`config.mk`:
```
export PLATFORM = sky130hd
export DESIGN_NAME = act_out_fifo
export DESIGN_NICKNAME = d
export VERILOG_FILES = /design/src/rtl/act_out_fifo_pkg.sv /design/src/rtl/act_out_fifo_sat_act.sv /design/src/rtl/act_out_fifo.sv
export SDC_FILE = /design/constraint.sdc
export NUM_CORES = 1
export LEC_CHECK = 0
export BUFFER_PORTS_ARGS = -buffer_cell sky130_fd_sc_hd__buf_2
export CORE_MARGIN = 10
export CORE_UTILIZATION = 35
export CTS_CLUSTER_DIAMETER = 200
export DETAILED_ROUTE_END_ITERATION = 16
export HOLD_SLACK_MARGIN = 0.03
export PLACE_DENSITY = 0.57
export RECOVER_POWER = 25
export SLEW_MARGIN = 10
export SYNTH_ARGS = -nofsm -noshare
export SYNTH_HDL_FRONTEND = slang
export SYNTH_SLANG_ARGS = --single-unit
export TNS_END_PERCENT = 10
```
`constraint.sdc`:
```
create_clock -name clk -period 2.4 [get_ports clk]
set_input_delay 0.24 -clock clk [delete_from_list [all_inputs] [get_ports clk]]
set_output_delay 0.24 -clock clk [all_outputs]
set_load 0.02 [all_outputs]
```
`src/rtl/act_out_fifo_pkg.sv`:
```
// Q8.8 number-format constants shared by the VAE datapath stages.
// Consumed by the activation stage and its output queue.
package act_out_fifo_pkg;

   localparam int Q_FRAC = 8;
   localparam int Q_W = 16;
   localparam int Q_INT = Q_W - Q_FRAC;
   localparam logic [Q_W-1:0] Q_MAX = 16'h7FFF;
   localparam logic [Q_W-1:0] Q_MIN = 16'h8000;
   localparam int LEAKY_SHIFT = 3;

   typedef logic [Q_W-1:0] q_t;

   // Clamp a 17-bit signed sum back into the Q8.8 range.
   function automatic q_t q_sat(input logic [Q_W:0] s);
      q_t r;
      if (s[Q_W] != s[Q_W-1])
         r = s[Q_W] ? Q_MIN : Q_MAX;
      else
         r = s[Q_W-1:0];
      return r;
   endfunction

endpackage

```
`src/rtl/act_out_fifo_sat_act.sv`:
```
// Bias add with saturation followed by ReLU / leaky ReLU.
// Leaky slope enabled by LEAKY_RELU_EN.
module sat_act
   import act_out_fifo_pkg::*;
(
   input  logic [15:0] in_data,
   input  logic [15:0] bias,
   output logic [15:0] act_data
);

   logic [16:0] s17;
   q_t          sat;

   assign s17 = {in_data[15], in_data} + {bias[15], bias};
   assign sat = q_sat(s17);

   always_comb begin
      act_data = sat;
      if (sat[Q_W-1]) begin
`ifdef LEAKY_RELU_EN
         act_data = q_t'($signed(sat) >>> LEAKY_SHIFT);
`else
         act_data = '0;
`endif
      end
   end

endmodule

```
`src/rtl/act_out_fifo.sv`:
```
// Activation stage plus first-word fall-through output queue.
// Optional leaky activation selected with LEAKY_RELU_EN.
module act_out_fifo
   import act_out_fifo_pkg::*;
#(
   parameter int DEPTH = 8,
   parameter int CW = $clog2(DEPTH + 1)
) (
   input  logic          clk,
   input  logic          rst_n,
   input  logic          in_valid,
   input  logic [15:0]   in_data,
   input  logic [15:0]   bias,
   output logic          out_valid,
   input  logic          out_ready,
   output logic [15:0]   out_data,
   output logic [CW-1:0] count,
   output logic          full,
   output logic          empty,
   output logic          overflow
);

   localparam int AW = $clog2(DEPTH);

   q_t          act_d;
   q_t          act_q;
   logic        act_v;
   q_t          mem [DEPTH];
   logic [AW-1:0] wr_ptr;
   logic [AW-1:0] rd_ptr;
   logic [CW-1:0] cnt;
   logic        push;
   logic        pop;

   sat_act u_sat_act (
      .in_data  (in_data),
      .bias     (bias),
      .act_data (act_d)
   );

   assign count     = cnt;
   assign full      = (cnt == CW'(DEPTH));
   assign empty     = (cnt == '0);
   assign out_valid = !empty;
   assign out_data  = mem[rd_ptr];
   assign pop       = out_valid && out_ready;
   // A pop frees the slot this cycle, so a full queue still accepts.
   assign push      = act_v && (!full || pop);

   always_ff @(posedge clk) begin
      if (!rst_n) begin
         act_v <= 1'b0;
         act_q <= '0;
      end else begin
         act_v <= in_valid;
         if (in_valid)
            act_q <= act_d;
      end
   end

   always_ff @(posedge clk) begin
      if (push)
         mem[wr_ptr] <= act_q;
   end

   always_ff @(posedge clk) begin
      if (!rst_n) begin
         wr_ptr   <= '0;
         rd_ptr   <= '0;
         cnt      <= '0;
         overflow <= 1'b0;
      end else begin
         if (push)
            wr_ptr <= wr_ptr + AW'(1);
         if (pop)
            rd_ptr <= rd_ptr + AW'(1);
         unique case ({push, pop})
            2'b10:   cnt <= cnt + CW'(1);
            2'b01:   cnt <= cnt - CW'(1);
            default: cnt <= cnt;
         endcase
         if (act_v && !push)
            overflow <= 1'b1;
      end
   end

endmodule

```
---- After elaboration in Yosys (flattened, before gate mapping) ----
Memory sizes are Yosys's and may differ from the RTL's. A register that Yosys moved wholly into a read port is not among the register bits.
Cells that the tools add are included.
cells by class
  add/sub/neg operators ................... 5
  eq/ne operators ......................... 4
  mux-type cells .......................... 8
  reductions and logical operators ........ 9
operators with widths
  cell                                              number
  2-to-1 mux 16 bit                                 2
  adder 16 x 16 -> 17 bit                           1
  2-to-1 mux 15 bit                                 1
  case mux 4 bit (2 select lines)                   1
  adder 3 x 1 -> 3 bit, second input constant       2
  2-to-1 mux 3 bit                                  2
  adder 4 x 1 -> 4 bit, second input constant       1
  == test 4 bit, second input constant              1
  logical NOT 4 bit                                 1
  subtractor 4 x 1 -> 4 bit, second input constant  1
  logical AND 1 bit                                 3
  logical NOT 1 bit                                 3
  == test 2 x 1 -> 1 bit, second input constant     1
  == test 2 bit, second input constant              1
  2-to-1 mux 1 bit                                  2
  nonzero test 2 bit                                1
  logical OR 1 bit                                  1
  inequality test 1 bit                             1
storage, ports and cells
  flip-flop bits (word level) ............. 28
  bits in writable memories ............... 128
  input bits .............................. 36
  output and inout bits ................... 24
  logic and storage cells ................. 33
  memories kept ........................... 1
memory list
  name  words  bits a word  read ports  clocked after Yosys merged registers in  wr ports  line                source
  mem   8      16           1           1                                        1         act_out_fifo.sv:28  q_t mem [DEPTH];

---- Logic depth before layout (Yosys ltp) ----
  depth in word-level cells ............... 7
  gate-level depth with buffers ........... 11
  depth with buffers taken out ............ 10

---- Hierarchy ----
From an unflattened synthesis, not the netlist that was laid out.
second synthesis, totals
  cells, all modules ...................... 429
  area total of the unflattened synthesis .. 7020.5 µm²
modules (own cells, without submodules)
  module        times used  cells an instance  area each (µm²)  sequential area each (µm²)
  act_out_fifo  1           322                6133.4           4464.3
  sat_act       1           107                887.1            0.0

---- Worst setup path before layout ----
No wires, ideal clock.
  kind .................................... flip-flop to flip-flop
  from .................................... register cnt[2] (netlist: count[2])
  to ...................................... register cnt[3] (netlist: count[3])
  library setup time ...................... 115 ps
  data arrival time ....................... 2395 ps
  data required time ...................... 2285 ps
  setup slack ............................. -110 ps
  cell stages (with the launch flop) ...... 12
  path buffers ............................ 1
  clock period less this slack ............ 2510 ps
  path through ............................ dfxtp_1 > or4_1 > buf_2 > nand2_4 > or2_2 > inv_1 > ha_1 > a21o_1 > a21oi_1 > mux2i_1 > xor2_1 > and2_1
on the way
  cells in the longest elaborated chain, start to end .. 7
  elaborated cells between the ends (all ways) .. 13
  classes of those cells .................. 2 x add/sub; 3 x eq/ne; 1 x mux; 7 x reduce/logical
RTL lines
  item                                                                   line                source
  start, declared                                                        act_out_fifo.sv:31  logic [CW-1:0] cnt;
  start signal, assigned                                                 act_out_fifo.sv:78  2'b10: cnt <= cnt + CW'(1);
  start signal, assigned                                                 act_out_fifo.sv:79  2'b01: cnt <= cnt - CW'(1);
  start signal, assigned                                                 act_out_fifo.sv:80  default: cnt <= cnt;
  logical NOT 4 bit (*)                                                  act_out_fifo.sv:43  assign empty = (cnt == '0);
  logical NOT 1 bit (*)                                                  act_out_fifo.sv:44  assign out_valid = !empty;
  net out_valid                                                          act_out_fifo.sv:14  output logic out_valid,
  logical AND 1 bit (*)                                                  act_out_fifo.sv:46  assign pop = out_valid && out_ready;
  logical OR 1 bit                                                       act_out_fifo.sv:48  assign push = act_v && (!full || pop);
  logical AND 1 bit                                                      act_out_fifo.sv:48
  == test 2 x 1 -> 1 bit or == test 2 bit (tied branches)                act_out_fifo.sv:77  unique case ({push, pop})
  case mux 4 bit (2 select lines) or nonzero test 2 bit (tied branches)  -
Mark *: on every way through the listed nets, which the timed path passes. The rest lies on a longest branch.
A chain may end at the register's enable or synchronous reset.

---- Worst setup path in the final report ----
  from .................................... register cnt[3] (netlist: count[3])
  to ...................................... register cnt[3] (netlist: count[3])
on the way
  cells in the longest elaborated chain, start to end .. 7
  elaborated cells between the ends (all ways) .. 13
  classes of those cells .................. 2 x add/sub; 3 x eq/ne; 1 x mux; 7 x reduce/logical
RTL lines
  item                                                                   line
  logical NOT 4 bit                                                      act_out_fifo.sv:43
  logical NOT 1 bit                                                      act_out_fifo.sv:44
  logical AND 1 bit                                                      act_out_fifo.sv:46
  logical OR 1 bit                                                       act_out_fifo.sv:48
  logical AND 1 bit                                                      act_out_fifo.sv:48
  == test 2 x 1 -> 1 bit or == test 2 bit (tied branches)                act_out_fifo.sv:77
  case mux 4 bit (2 select lines) or nonzero test 2 bit (tied branches)  -
Parallel ways exist; a longest one is shown, timed or not.

==> metrics.csv <==
metric,value,unit
num_io_pins,60,
gp_congestion,0.819,
grtUsageMet3,2.85,%
rrSetupSlack,0.13,ns
critPathLaunch,count[3],
grt_use_met2,18.7,%
worst-path-stages,10,
drive_gt1_share,33.9,%
synth_fa_ha_area_share,4.34,%
overflow,0,
worst_path_max_delay_cell,or4_4,
synthTopCellsByArea,"edfxtp_1 (54%), mux4_2 (10%), dfxtp_1 (9.0%)",
synth-edff-count,120,
hpwlAfterDp,9080,um
drv_cap,0,
grt_use_met1,14.1,%
cts_buffers,17,
area_growth,19.8,%
synthCells,431,
hold_buffers,0,
ys.flop_type,edfxtp_1,
synth-simple-area-share,6.10,%
power_leakage,2.91,nW
synth_cell_type_count,57,
timing_worst_setup_path_type,flip-flop to flip-flop,
syn_area,6680,um2
track_usage,11.4,%
final_nets,573,
yosysWarnings,0,
synth_xor_area_share,1.83,%
final_area,8010,um2
clk_pin_slew,0.06,ns
via_per_inst,5.04,
cts_tree,yes,
grt_pass1_wl,21700,um
start_util,35.6,%
busiest_layer,met2,
crit_end,count[3],
synth_fp_nets,489,
avgSynthCellArea,15.5,um2
fmaxAchievable,440,MHz
synth.largest_area_cell,edfxtp_1,
die_w,158,um
critPathBufInv,1,
ant_nets,0,
cp_max_fo,4,
cts_buffer_depth,2,
synth-seq-area-share,62.9,%
holdWs,0.150,ns
ys_ff_latch,150,
timing.rr.end,count[3],
crit_path_end_kind,flip-flop,
slew_headroom,53.0,%
worst_ep_required_time,2.70,ns
dr.pass1.iters,4,
fin_crit_sh,94.8,%
muxShareOfSynthArea,13.1,%
antenna_found_initial,0,
reg2reg_depth,10,
max_stage_delay,0.55,ns
stdcell_count,762,
die_h,158,um
max-vdd-ir-drop,0.000421,V
grt_max_degree,31,
path_cells,"or4_4, nand2_4, or2_4, inv_2, ha_1, a21o_1, a21oi_2, mux2i_1, xor2_1, and2_1",
yosys.area.top_type_share,53.9,%
placed_area,7360,um2
final_cell_mix,"edfxtp_1 (120), buf_2 (57), mux4_2 (30)",
via_count,3837,
final_common_cell,edfxtp_1,
drv_slew,0,
synth_async_sr_flop_share,0,%
critPathTopFamily,simple AND/OR/NAND/NOR gates,
core,18800,um2
grt_pass1_vias,4074,
drc,0,
diodes,0,
dp.cells,727,
min_path_type,input pin to flip-flop,
h-tree-depth,4,
wl_per_cell,17.6,um
critPathLaunchType,flip-flop,
cts.sinks,150,
cts-root-buf,clkbuf_16,
worst_slew_pin_slew,0.705,ns
synth_top_family_by_area,multiplexers,
io_buffers,58,
post-route-min-period,2.27,ns
status,finished clean,
insertion_delay,0.41,ns
synth_compound_area_share,9.87,%
fin_util,42.7,%
die_area,25000,um2
critical_path.reg2reg.startpoint,count[3],
p_per_area,937,nW/um2
rows,50,
hold_violations,0,
wirelength,13400,um
finalSetupViolations,0,
skew,0.00566,ns
drt_iter0_drc,314,
worstPathArrival,2.58,ns
setup_tns,0,ns
-- worst register-to-register path: stages, from the launching register on --
cell and delay, ns:
dfxtp_2 0.32, or4_4 0.55, nand2_4 0.08, or2_4 0.14, inv_2 0.04, ha_1 0.27, a21o_1 0.17, a21oi_2 0.13
mux2i_1 0.24, xor2_1 0.08, and2_1 0.15
-- logic make-up (layout without fill, tap and decap cells) --
group | after synthesis | after routing
compound gates | 95 | 95
xor+xnor | 14 | 14
fa+ha+maj | 22 | 22
buf+inv | 24 | 121
flops | 150 | 150
mux | 48 | 48
other cells | 1 | 1
simple gates | 77 | 77
-- sequential cells by signal, indices dropped and copies added (netlist names), named ones only --
| name | count |
|---|---|
| mem | 120 |
| act_q | 15 |
| count | 4 |
| rd_ptr | 3 |
| wr_ptr | 3 |
| act_v | 1 |
| overflow | 1 |
-- area by class of cell --
cell class	instances	area [um2]
fillers	1721	10800
flip-flops and latches	150	4210
multi-input cells	257	2380
clock buffers	22	529
repair buffers	81	487
well taps	234	293
clock inverters	10	86.3
inverters	8	30.0
-- worst min path at each step --
stage                     startpoint  endpoint  slack, ns  depth (start not counted)
final                       in_valid     act_v       0.15                          2
after detailed placement    overflow  overflow       0.49                          2
after CTS                   in_valid     act_v       0.15                          2
after global placement      overflow  overflow       0.48                          2
after global routing        in_valid     act_v       0.16                          2
after floorplan             in_valid     act_v       0.36                          1
-- metrics by stage --
stage / setup WS (ns) / power (W)
global placement: 0.0540 / 0.00485
global route: -0.0000226 / 0.00789
CTS: 0.0125 / 0.00755
detailed placement: -0.0384 / 0.00489
finish: 0.125 / 0.00750
floorplan: -0.0962 / 0.00437
-- Yosys cell counts, drive strengths merged, types with 4 or more instances --
master	count
ha	20
o21a	8
o211ai	6
and2	8
edfxtp	120
nand2	25
nor2b	4
a21oi	19
a211oi	6
o21ai	25
clkbuf	5
dfxtp	30
buf	11
mux4	30
a21o	8
mux2	15
a31oi	4
inv	8
nor2	14
xnor2	10
xor2	4
nand2b	9
a21boi	7
-- timing repair --
action,in CTS,in global routing
setup buffers,0,3
pin swaps,0,6
resized for setup,1,4
endpoints found under the setup margin,1,1
-- power by group --
| part | total, W | switching [W] | leakage [nW] | internal, W |
|---|---|---|---|---|
| registers | 0.00308 | 0.000108 | 1.36 | 0.00297 |
| clock network | 0.00265 | 0.000982 | 0.306 | 0.00167 |
| logic | 0.00177 | 0.000912 | 1.24 | 0.000861 |
-- metal layers --
| metal | wire (um) | up-vias |
|---|---|---|
| met1 | 6070 | 1882 |
| met4 | 151 | 0 |
| met2 | 6560 | 84 |
| li1 | - | 1860 |
| met5 | 0 | - |
| met3 | 605 | 11 |
Power figures use the tool's default switching activity.
